File: src/rtl/mem_arbiter_pkg.sv
// Shared encodings for the two-port memory arbiter.
// State codes, port indices and the lock-timeout counter width.
package mem_arbiter_pkg;

   typedef enum logic [1:0] {
      IDLE = 2'd0,
      OWN0 = 2'd1,
      OWN1 = 2'd2
   } arb_state_e;

   localparam int PORT_FETCH = 0;
   localparam int PORT_DATA  = 1;

   // idle counter is never narrower than 4 bits
   function automatic int cnt_width(input int lock_max);
      int w;
      w = $clog2(lock_max + 1);
      return (w < 4) ? 4 : w;
   endfunction

endpackage

File: src/rtl/arb_rr2.sv
// Two-way grant generator producing a one-hot grant.
// MEM_ARB_ROUND_ROBIN_EN selects round-robin ties; otherwise port 0 wins.
module arb_rr2
   import mem_arbiter_pkg::*;
(
   input  logic       clk_i,
   input  logic       rst_i,
   input  logic [1:0] valid_i,
   input  logic [1:0] mask_i,
   input  logic       update_i,
   output logic [1:0] grant_o
);

   logic [1:0] elig;

   assign elig = valid_i & mask_i;

`ifdef MEM_ARB_ROUND_ROBIN_EN
   // ptr_q = 0 favours port 0, 1 favours port 1
   logic ptr_q;
   logic ptr_d;

   // tie goes to the favoured port, otherwise the lone eligible one
   always_comb begin
      grant_o = elig;
      if (elig == 2'b11) begin
         grant_o = ptr_q ? 2'b10 : 2'b01;
      end
   end

   // after a grant, favour the other port next time
   always_comb begin
      ptr_d = ptr_q;
      if (update_i) begin
         ptr_d = grant_o[PORT_FETCH];
      end
   end

   // pointer register
   always_ff @(posedge clk_i or posedge rst_i) begin
      if (rst_i) begin
         ptr_q <= 1'b0;
      end else begin
         ptr_q <= ptr_d;
      end
   end
`else
   logic unused_w;

   assign unused_w = ^{clk_i, rst_i, update_i};

   // fixed priority: port 0 first
   always_comb begin
      grant_o = 2'b00;
      if (elig[PORT_FETCH]) begin
         grant_o = 2'b01;
      end else if (elig[PORT_DATA]) begin
         grant_o = 2'b10;
      end
   end
`endif

endmodule

File: src/rtl/mem_arbiter.sv
// Arbiter sharing one single-port memory between fetch and data ports.
// Optional MEM_ARB_ROUND_ROBIN_EN enables round-robin tie breaking.
module mem_arbiter
   import mem_arbiter_pkg::*;
#(
   parameter int ADDR_SIZE = 5,
   parameter int WORD_SIZE = 32,
   parameter int LOCK_MAX  = 15
) (
   input  logic                 clk_i,
   input  logic                 rst_i,
   input  logic                 req0_valid_i,
   output logic                 req0_ready_o,
   input  logic [ADDR_SIZE-1:0] req0_addr_i,
   input  logic                 req0_wen_i,
   input  logic [WORD_SIZE-1:0] req0_data_i,
   input  logic                 req0_lock_i,
   output logic                 rsp0_valid_o,
   output logic [WORD_SIZE-1:0] rsp0_data_o,
   input  logic                 req1_valid_i,
   output logic                 req1_ready_o,
   input  logic [ADDR_SIZE-1:0] req1_addr_i,
   input  logic                 req1_wen_i,
   input  logic [WORD_SIZE-1:0] req1_data_i,
   input  logic                 req1_lock_i,
   output logic                 rsp1_valid_o,
   output logic [WORD_SIZE-1:0] rsp1_data_o,
   output logic [ADDR_SIZE-1:0] mem_addr_o,
   output logic [WORD_SIZE-1:0] mem_data_o,
   output logic                 mem_wen_o,
   input  logic [WORD_SIZE-1:0] mem_data_i
);

   localparam int CW = cnt_width(LOCK_MAX);
   localparam logic [CW-1:0] CNT_LAST = CW'(LOCK_MAX - 1);

   arb_state_e     state_q;
   logic [CW-1:0]  cnt_q;
   logic [1:0]     mask;
   logic [1:0]     grant;
   logic           xfer;
   logic           sel1;
   logic           lock_sel;
   logic           rsp0_valid_q;
   logic           rsp1_valid_q;
   logic [WORD_SIZE-1:0] rsp0_data_q;
   logic [WORD_SIZE-1:0] rsp1_data_q;

   // eligible ports from ownership; nothing is granted while in reset
   always_comb begin
      mask = 2'b00;
      if (!rst_i) begin
         unique case (state_q)
            IDLE:    mask = 2'b11;
            OWN0:    mask = 2'b01;
            OWN1:    mask = 2'b10;
            default: mask = 2'b00;
         endcase
      end
   end

   arb_rr2 u_arb (
      .clk_i    (clk_i),
      .rst_i    (rst_i),
      .valid_i  ({req1_valid_i, req0_valid_i}),
      .mask_i   (mask),
      .update_i (xfer),
      .grant_o  (grant)
   );

   assign xfer     = |grant;
   assign sel1     = grant[PORT_DATA];
   assign lock_sel = sel1 ? req1_lock_i : req0_lock_i;

   assign req0_ready_o = grant[PORT_FETCH];
   assign req1_ready_o = grant[PORT_DATA];

   assign mem_addr_o = sel1 ? req1_addr_i : req0_addr_i;
   assign mem_data_o = sel1 ? req1_data_i : req0_data_i;
   assign mem_wen_o  = (grant[PORT_FETCH] & req0_wen_i)
                     | (grant[PORT_DATA]  & req1_wen_i);

   // ownership FSM with idle timeout; a transfer beats the timeout
   always_ff @(posedge clk_i or posedge rst_i) begin
      if (rst_i) begin
         state_q <= IDLE;
         cnt_q   <= '0;
      end else if (xfer) begin
         cnt_q <= '0;
         if (!lock_sel) begin
            state_q <= IDLE;
         end else if (sel1) begin
            state_q <= OWN1;
         end else begin
            state_q <= OWN0;
         end
      end else if (state_q != IDLE) begin
         if (cnt_q == CNT_LAST) begin
            state_q <= IDLE;
            cnt_q   <= '0;
         end else begin
            cnt_q <= cnt_q + 1'b1;
         end
      end
   end

   // one-cycle response pulse; data holds between responses
   always_ff @(posedge clk_i or posedge rst_i) begin
      if (rst_i) begin
         rsp0_valid_q <= 1'b0;
         rsp1_valid_q <= 1'b0;
         rsp0_data_q  <= '0;
         rsp1_data_q  <= '0;
      end else begin
         rsp0_valid_q <= grant[PORT_FETCH];
         rsp1_valid_q <= grant[PORT_DATA];
         if (grant[PORT_FETCH]) begin
            rsp0_data_q <= mem_data_i;
         end
         if (grant[PORT_DATA]) begin
            rsp1_data_q <= mem_data_i;
         end
      end
   end

   assign rsp0_valid_o = rsp0_valid_q;
   assign rsp1_valid_o = rsp1_valid_q;
   assign rsp0_data_o  = rsp0_data_q;
   assign rsp1_data_o  = rsp1_data_q;

endmodule

File: config.mk
export PLATFORM = sky130hd
export DESIGN_NAME = mem_arbiter
export DESIGN_NICKNAME = d
export VERILOG_FILES = /design/src/rtl/mem_arbiter_pkg.sv /design/src/rtl/arb_rr2.sv /design/src/rtl/mem_arbiter.sv
export SDC_FILE = /design/constraint.sdc
export NUM_CORES = 1
export LEC_CHECK = 0
export BUFFER_PORTS_ARGS = -buffer_cell sky130_fd_sc_hd__buf_2
export CAP_MARGIN = 20
export CORE_MARGIN = 2
export CORE_UTILIZATION = 42
export DETAILED_ROUTE_END_ITERATION = 7
export PLACE_DENSITY = 0.87
export REMOVE_ABC_BUFFERS = 1
export SYNTH_ARGS = -nofsm -noshare
export SYNTH_HDL_FRONTEND = slang
export SYNTH_HIERARCHICAL = 1
export SYNTH_SLANG_ARGS = --single-unit
File: constraint.sdc
create_clock -name clk_i -period 2.35 [get_ports clk_i]
set_clock_uncertainty 0.15 [all_clocks]
set_input_delay 0.235 -clock clk_i [delete_from_list [all_inputs] [get_ports clk_i]]
set_output_delay 0.235 -clock clk_i [all_outputs]
set_load 0.1 [all_outputs]
== Word level (Yosys, flattened, before mapping) ==
Index checks and enable logic that the tools add are counted.

* Register bits after elaboration: 72
* Input bits: 114

* Bitwise operators: 4
* Reductions and logical operators: 6
* Add/subtract/negate cells: 1
* Muxes and demuxes: 15
* Equal/unequal tests: 3

{| class="wikitable"
|+ Operators with widths
! cell !! number
|-
| $mux 32 || 1
|-
| $mux 2 || 8
|-
| $mux 4 || 3
|-
| $pmux 2 s3 || 1
|-
| $reduce_bool 2->1 || 3
|-
| $mux 5 || 1
|-
| $add 4x1->4 const B || 1
|-
| $eq 4x4->1 const B || 1
|-
| $and 1x1->1 || 2
|-
| $and 2x2->2 || 1
|-
| $eq 2x1->1 const B || 1
|-
| $eq 2x2->1 const B || 1
|-
| $logic_not 2->1 || 1
|-
| $reduce_and 2->1 || 1
|-
| $reduce_or 2->1 || 1
|-
| $mux 1 || 1
|-
| $or 1x1->1 || 1
|}

== Longest topological paths before layout ==
Gate-level depths: netlist of run 1.

* Depth in word-level cells: 9
* Gate-level depth with buffers: 7

== By module ==
The synthesis of run 1 kept the hierarchy.

{| class="wikitable"
|+ By module, submodules not included
! module !! instances !! cells each !! area each (µm²) !! seq. area each (µm²)
|-
| mem_arbiter || 1 || 215 || 3,195.6 || 1,801.7
|-
| arb_rr2 || 1 || 3 || 18.8 || 0.0
|}

== Worst setup path before layout of run 1 ==
No wires, ideal clock.

* Path type: register to output
* Start: reg state_q[1]
* End: out mem_wen_o
* Stages on the path, launching flop included: 7
* Data required time: 1,965 ps
* Buffers on the path: 2
* Setup slack: -966 ps
* Data arrival time: 2,931 ps
* Cells stage by stage: dfrtp_1 nor2_1 and2_4 nor2_2 buf_2 buf_2 a22o_1

{| class="wikitable"
|+ RTL lines
! what !! line !! RTL
|-
| from (decl) || mem_arbiter.sv:37 || <nowiki>arb_state_e state_q;</nowiki>
|-
| from (signal assigned) || mem_arbiter.sv:86 || <nowiki>state_q <= IDLE;</nowiki>
|-
| from (signal assigned) || mem_arbiter.sv:91 || <nowiki>state_q <= IDLE;</nowiki>
|-
| from (signal assigned) || mem_arbiter.sv:93 || <nowiki>state_q <= OWN1;</nowiki>
|-
| $eq 2x2->1 (tied with other cells) || mem_arbiter.sv:53 || <nowiki>unique case (state_q)</nowiki>
|-
| $pmux 2 s3 (*) || mem_arbiter.sv:53 ||
|-
| $mux 2 (*) || mem_arbiter.sv:52 || <nowiki>if (!rst_i) begin</nowiki>
|-
| named net mask[0] || mem_arbiter.sv:39 || <nowiki>logic [1:0] mask;</nowiki>
|-
| $and 2x2->2 (*) || arb_rr2.sv:16 || <nowiki>assign elig = valid_i & mask_i;</nowiki>
|-
| $mux 2 (*) || arb_rr2.sv:55 || <nowiki>if (elig[PORT_FETCH]) begin</nowiki>
|-
| named net req0_ready_o || mem_arbiter.sv:13 || <nowiki>output logic req0_ready_o,</nowiki>
|-
| $and 1x1->1 (*) || mem_arbiter.sv:80 || <nowiki>assign mem_wen_o = (grant[PORT_FETCH] & req0_wen_i)</nowiki>
|-
| $or 1x1->1 (*) || mem_arbiter.sv:81 || <nowiki>| (grant[PORT_DATA] & req1_wen_i);</nowiki>
|-
| to (decl) || mem_arbiter.sv:30 || <nowiki>output logic mem_wen_o,</nowiki>
|}

Mark *: on every way through the listed nets, which the timed path passes. The rest lies on a longest branch.

== Worst setup path after layout of run 1 ==
* Start: reg state_q[0]
* End: out mem_data_o[25]

* Word-level cells in the longest chain between the ends: 7

{| class="wikitable"
|+ Ends and longest elaborated chain
! what !! line !! RTL
|-
| $eq 2x2->1 (tied with other cells) || mem_arbiter.sv:53 ||
|-
| $pmux 2 s3 (*) || mem_arbiter.sv:53 ||
|-
| $mux 2 (*) || mem_arbiter.sv:52 ||
|-
| named net mask[1] || mem_arbiter.sv:39 ||
|-
| $and 2x2->2 (*) || arb_rr2.sv:16 ||
|-
| $mux 2 (*) || arb_rr2.sv:57 || <nowiki>end else if (elig[PORT_DATA]) begin</nowiki>
|-
| $mux 2 (*) || arb_rr2.sv:55 ||
|-
| $mux 32 (*) || mem_arbiter.sv:79 || <nowiki>assign mem_data_o = sel1 ? req1_data_i : req0_data_i;</nowiki>
|-
| to (decl) || mem_arbiter.sv:29 || <nowiki>output logic [WORD_SIZE-1:0] mem_data_o,</nowiki>
|}

Marked as above.

==> results.md, run 1 <==
- Synthesis-stage register bit count: 72
- Pwr dens: approximately 1300 nW/um^2
- Final std cells w/o fill: about 590
- Cell Rows: 31
- Post-synth top area share: 56.1%
- Setup violations, final: 0
- Mapped Cells: 218
- Detailed Routing Iterations Pass 1: 4
- Initial antenna violation count: 1
- Wire per inst: about 19 um
- Met2 Use GR: 49.8%
- Synth area leaders: dfrtp_1 56%, mux2_2 35%, buf_2 1.7%
- R2R Setup Slk: 0.41 ns
- H-tree levels: 3
- Worst skew pair latency: 0.33 ns
- CTS root buf: clkbuf_8
- Synth Area in Compound Gates: 2.69%
- Combinational group share of total power: roughly three fifths
- Buffer levels on the longest clock path: 2
- CTS tree: built
- Fin. Hold Viols: 0
- RD Place Congestion: 0.711
- Crit path capture: mem_data_o[25]
- Yosys warning count: 6
- Final Power: roughly 7.4 mW
- Largest area contributor in the netlist: dfrtp_1
- Total I/O pin count: 220
- Minimum clock period: 2.34 ns
- Area grow syn2layout: 75.7%
- Peak supply drop: 0.907 mV
- Measured slew at the worst slew-check pin: 0.520 ns
- Worst setup path startpoint: state_q[0]
- Post-route ant nets: 0
- Vias: 2984
- FILL cells: 438
- Data arrival, critical path: 1.96 ns
- Pin count of the biggest net entering global routing: 39
- Hold Path Class: in2reg
- Clk slew on worst S/H paths: 0.07 ns
- Design Area, Final: 5650 um^2
- Slew Limit Fails: 0
- Netlist Area Pre-Place: ~3200 um^2
- DR vias/cell: 5.07
- GR Util met3: approximately 6.6%
- Syn Area/Cell: 14.7 um^2
- Worst Reg-to-Reg Cells: 7
- Max_cap viols: 0
- Vias in the first global route: 3336
- Switch share: ~55%
- Iter 0 DRT Violations: 112
- DP Area: 4600 um^2
- Status: complete, no violations
- Simple-Gate Fraction of Synth Area: 2.57%
- DP HPWL: 6.60 mm
- Post-synthesis adder-cell area fraction: 0.779%
- Worst endpoint required time: 1.97 ns
- GRT Total Usage: 25.4%
- Setup crit end kind: output port
- CP Max Fanout: 13
- GRT overflow: 0
- WL final: between 10 and 15 mm
- Mux share of post-synthesis cell area: between 30% and 40%
- Synth Area in XOR/XNOR: 0%
- Yosys cell types: 18
- Cts bufs inserted: 9
- Nets: 600
- WS Path Type: reg2out
- Lkg Pwr: 2.75 nW
- Met1 Resource Use GR: 23.9%
- FF/Latch Area: 1800 um^2
- Worst slew margin: 65.6%
- Busiest grt layer: met2
- Fin crit share: 99.6%
- RSZ-0062 raised after global routing: true
- Clk pwr share: 17.2%
- Internal power: 3.32 mW
- Critical Path Source Type: flip-flop
- Fraction of layout cells with a size suffix above 1: between 70% and 80%
- Width of the die: approximately 91 um
- Starting Density: 43.8%
- # DRC: 0
- Register share of total power: 24.3%
- Die footprint: 8370 um^2
- Die Ht: 91.5 um
- Core box area: 7330 um^2
- Clk sinks: 72
- R2r startpoint: state_q[1]
- RR Endpoint: cnt_q[2]
- Area of the multi-input gates: between 1000 and 1500 um^2
- Sequential-to-total area share from yosys stat: 56.1%
- Combinational family with the most area after synthesis: multiplexers
- Max Clk Rate: 0.427 GHz
- # port buffers: approximately 220
- Setup TNS: 0 ns
- Placed Cells: 530
- Sw Pwr: 4.03 mW
- Global-route wire length before repair: 16.4 mm
-- worst min path at each step --
stage,from,to,slack (ns),cells after the start
floorplan,req0_lock_i,state_q[0],0.23,2
global placement,rst_i,rsp1_data_o[31],0.22,3
detailed placement,rst_i,rsp1_data_o[31],0.24,3
CTS,req0_valid_i,rsp0_valid_o,0.32,3
global route,req0_valid_i,rsp0_valid_o,0.33,3
finish,req0_valid_i,rsp0_valid_o,0.33,3
-- synth_stat cells --
library cell,count
mux2_2,101
a22o_1,4
o21ai_0,3
buf_2,11
dfrtp_1,72
a21oi_1,3
buf_6,1
o22ai_1,1
nor2_1,5
or3_1,2
and2_4,1
nor4_2,1
nand2_1,4
nor2_2,1
inv_1,4
or2_4,1
ha_1,2
a311oi_2,1
-- through the flow --
| stage | worst slack [ns] | utilization [%] | hold WS [ns] |
|---|---|---|---|
| floorplan | -2.58 | - | 0.230 |
| global placement | 0.308 | 62.7 | 0.219 |
| detailed placement | 0.271 | 62.7 | 0.235 |
| CTS | 0.00830 | 75.3 | 0.317 |
| global route | -0.0702 | 77.0 | 0.331 |
| finish | 0.00854 | 77.0 | 0.326 |
-- worst max-delay path, cell delays in order (launching register included) --
cell	delay, ns
dfrtp_1	0.38
nor2_1	0.09
nand2_1	0.09
nor2_4	0.17
bufbuf_16	0.33
mux2_2	0.37
buf_6	0.19
-- registers in the layout (all words and copies together) (netlist names) --
| register | count |
|---|---|
| cnt_q | 4 |
| rsp0_data_o | 32 |
| rsp1_data_o | 32 |
| rsp1_valid_o | 1 |
| rsp0_valid_o | 1 |
| state_q | 2 |
-- layout by cell type (no fill, tap or decap), types with 2 or more instances in the layout --
cell and instances:
a21oi_1 3, a22o_1 4, buf_12 22, buf_2 180, buf_4 8, buf_6 18, bufbuf_16 2, bufinv_16 4
clkbuf_1 2, clkbuf_8 9, dfrtp_1 72, dlygate4sd3_1 35, ha_1 2, inv_1 3, mux2_2 89, mux2_4 12
nand2_1 4, nor2_1 5, o21ai_0 3, or3_1 2
-- area by class of cell --
type	instances	area share, %
antenna	1	0.0443
clock buffer	11	2.33
clock inverter	5	2.28
inverter	4	0.266
multi-input combinational	130	24.5
sequential	72	31.9
tap	99	2.19
timing repair buffer	267	36.5
-- power groups by stage --
stage | Combinational [mW] | Clock, mW | Sequential, mW
2_1_floorplan | 1.03 | 0 | 4.08
3_3_place_gp | 3.99 | 0 | 1.76
3_5_place_dp | 4.04 | 0 | 1.80
4_1_cts | 4.22 | 1.29 | 1.77
5_1_grt | 4.41 | 1.34 | 1.83
6_report | 4.31 | 1.27 | 1.78
-- per-layer routing --
layer	part of all wire, %	vias to the layer above
met1	32	1469
met2	57	156
met5	0	-
met3	6.2	45
met4	4.9	0
li1	-	1314
-- repair_timing --
| item | 4_1_cts | 5_1_grt |
|---|---|---|
| buffers inserted | 4 | 0 |
| gates resized for setup | 57 | 31 |
| gates cloned | 3 | 0 |
| hold buffers | 35 | 0 |
| pin swaps | 1 | 1 |
| endpoints found under the hold margin | 136 | 0 |
| endpoints found under the setup margin | 29 | 38 |
-- logic make-up after synthesis --
family / Yosys count
compound gates: 12
mux: 101
flops: 72
simple gates: 15
buf+inv: 16
fa+ha+maj: 2
Note: power is estimated with default switching activity, not from simulation.
==> run 2, diff against run 1 <==
--- a/config.mk
+++ b/config.mk
@@ -7,9 +7,12 @@
 export LEC_CHECK = 0
 export BUFFER_PORTS_ARGS = -buffer_cell sky130_fd_sc_hd__buf_2
 export CAP_MARGIN = 20
+export CELL_PAD_IN_SITES_DETAIL_PLACEMENT = 1
+export CELL_PAD_IN_SITES_GLOBAL_PLACEMENT = 2
 export CORE_MARGIN = 2
-export CORE_UTILIZATION = 42
+export CORE_UTILIZATION = 25
 export DETAILED_ROUTE_END_ITERATION = 7
+export GPL_TIMING_DRIVEN = 0
 export PLACE_DENSITY = 0.87
 export REMOVE_ABC_BUFFERS = 1
 export SYNTH_ARGS = -nofsm -noshare
==> run 2 against run 1 <==
Against the previous run: the run now ends with negative setup slack left; setup slack worse by 0.057 ns; flip-flop and latch count stayed put; cell count rose by 12%; register-to-register slack lost 0.12 ns; clock-buffer cell count grew 2; non-clock buffer count down 4; critical path depth is 1 higher; sequential power about the same; global-route usage decreased by 8.2 points; core utilization decreased by 31 points; cell area grew 2.4%; critical endpoint is now mem_data_o[19].
==> results.md, run 2 (synthesized netlist as in run 1, its figures left out) <==
- Worst skew pair latency: approximately 0.33 ns
- Worst endpoint required time: 1.97 ns
- Global-route wire length before repair: 18.5 mm
- Post-layout util: between 40 and 50%
- Worst Reg-to-Reg Cells: 8
- GRT overflow: 0
- Measured slew at the worst slew-check pin: 0.909 ns
- Setup crit end kind: output port
- Leading cell type in the layout, fill and taps excluded: buf_2
- RD Place Congestion: 0.763
- Critical Path Source Type: flip-flop
- Vias: 2928
- Cell Rows: 41
- Slew Limit Fails: 0
- Peak supply drop: 0.874 mV
- Iter 0 DRT Violations: 61
- Die Ht: 117 um
- WHS: approximately 0.0028 ns
- FF/Latch Area: 1800 um^2
- H-tree levels: 3
- DP HPWL: ~7.5 mm
- Detailed Routing Iterations Pass 1: 4
- Cts bufs inserted: 9
- CTS root buf: clkbuf_16
- Final std cells w/o fill: around 660
- Width of the die: 117 um
- Initial antenna violation count: 0
- Data arrival, critical path: 2.01 ns
- Vias in the first global route: 3292
- # DRC: 0
- # port buffers: 219
- DR vias/cell: roughly 4.4
- Fin. Hold Viols: 0
- Hold Path Class: in2reg
- Placed Cells: 599
- Clk sinks: 72
- Minimum clock period: 2.40 ns
- Hold-critical path depth: 2
- Pin count of the biggest net entering global routing: 73
- Status: complete, but fails checks
- Lkg Pwr: between 2 and 3 nW
- Pwr dens: ~1300 nW/um^2
- GRT Total Usage: 17.1%
- CTS tree: built
- Post-route worst setup slack: -0.0489 ns
- Post-route ant nets: 0
- Wire per inst: 19.3 um
- Max_cap viols: 0
- Core box area: 12600 um^2
- FILL cells: 1340
- Buffer levels on the longest clock path: 2
- RSZ-0062 raised after global routing: true
- Die footprint: about 14000 um^2
- Area grow syn2layout: 79.8%
- Pre-CTS setup slack: -0.449 ns
- WL final: 12.7 mm
- CP Max Fanout: 5
- Setup violations, final: 10
- Setup TNS: -0.233 ns
- Worst slew margin: 39.4%
- Commonest cells after routing, fill and taps aside: 181 x buf_2, 80 x mux2_2, 72 x dfrtp_1
- Failing checks: negative setup slack
- N_diodes: 0
- Clk slew on worst S/H paths: 0.06 ns
- Starting Density: about a quarter
- WS Path Type: reg2out
- Fin crit share: 102%
- Area of the multi-input gates: 1440 um^2
- Fraction of layout cells with a size suffix above 1: 74.9%
- Total I/O pin count: 220
- Max Clk Rate: 0.417 GHz
- Nets: ~600
==> run 2: changes by cell type in the layout (fill, tap and decap cells not counted), sizes merged <==
cell,change
diode,-1
clkinv,+1
clkbuf,+6
dlygate4sd3,-13
bufinv,-3
and2,+2
buf,+7
bufbuf,-2
==> run 2: per-stage QoR <==
stage	instance area (um^2)	power (mW)
2_1_floorplan	3150	5.11
3_3_place_gp	4460	5.70
3_5_place_dp	4510	5.79
4_1_cts	5370	7.36
5_1_grt	5780	7.74
6_report	5780	7.47
==> run 2: power by group <==
| part | internal (mW) | switching, mW |
|---|---|---|
| sequential | 1.58 | 0.191 |
| clock | 0.877 | 0.494 |
| combinational | 0.945 | 3.38 |
==> run 2: layer usage <==
layer / part of all wire [%] / vias up / GRT usage [%]
met5: 0 / - / 0
met4: 1.4 / 0 / 5.05
met3: 8.0 / 15 / 6.03
met2: 54 / 150 / 32.0
met1: 37 / 1453 / 18.1
li1: - / 1310 / -
==> run 2: critical path, stage by stage (launching register included) <==
cell and delay, ns:
dfrtp_1 0.39, nor2_4 0.05, and2_4 0.17, nor2_4 0.20, buf_6 0.18, clkbuf_16 0.16
mux2_2 0.35, buf_6 0.19
==> run 2: final timing paths <==
| kind | from | end | slack (ns) |
|---|---|---|---|
| worst max-delay path | state_q[1] | mem_data_o[19] | -0.05 |
| worst min-delay path | mem_data_i[22] | rsp1_data_o[22] | 0.003 |
| worst max register to register | state_q[1] | cnt_q[2] | 0.29 |
| worst min register to register | rsp0_data_o[27] | rsp0_data_o[27] | 0.35 |
| max in group asynchronous | rst_i | rsp1_data_o[25] | 1.46 |
| min in group asynchronous | rst_i | cnt_q[2] | 0.01 |
==> run 2: final cells by class <==
type | instances | area share (%)
Clock inverter | 3 | 0.693
Tap cell | 172 | 3.72
Sequential cell | 72 | 31.2
Timing Repair Buffer | 263 | 34.7
Clock buffer | 13 | 4.50
Inverter | 4 | 0.303
Multi-Input combinational cell | 132 | 24.9
==> run 2: timing repair <==
item / in CTS / in global routing
pin swaps: 2 / 1
buffers inserted: 8 / 7
resized for setup: 78 / 65
gates cloned: 3 / 4
hold buffers: 22 / 0
endpoints found under the hold margin: 31 / 0
setup endpoints to repair: 57 / 38
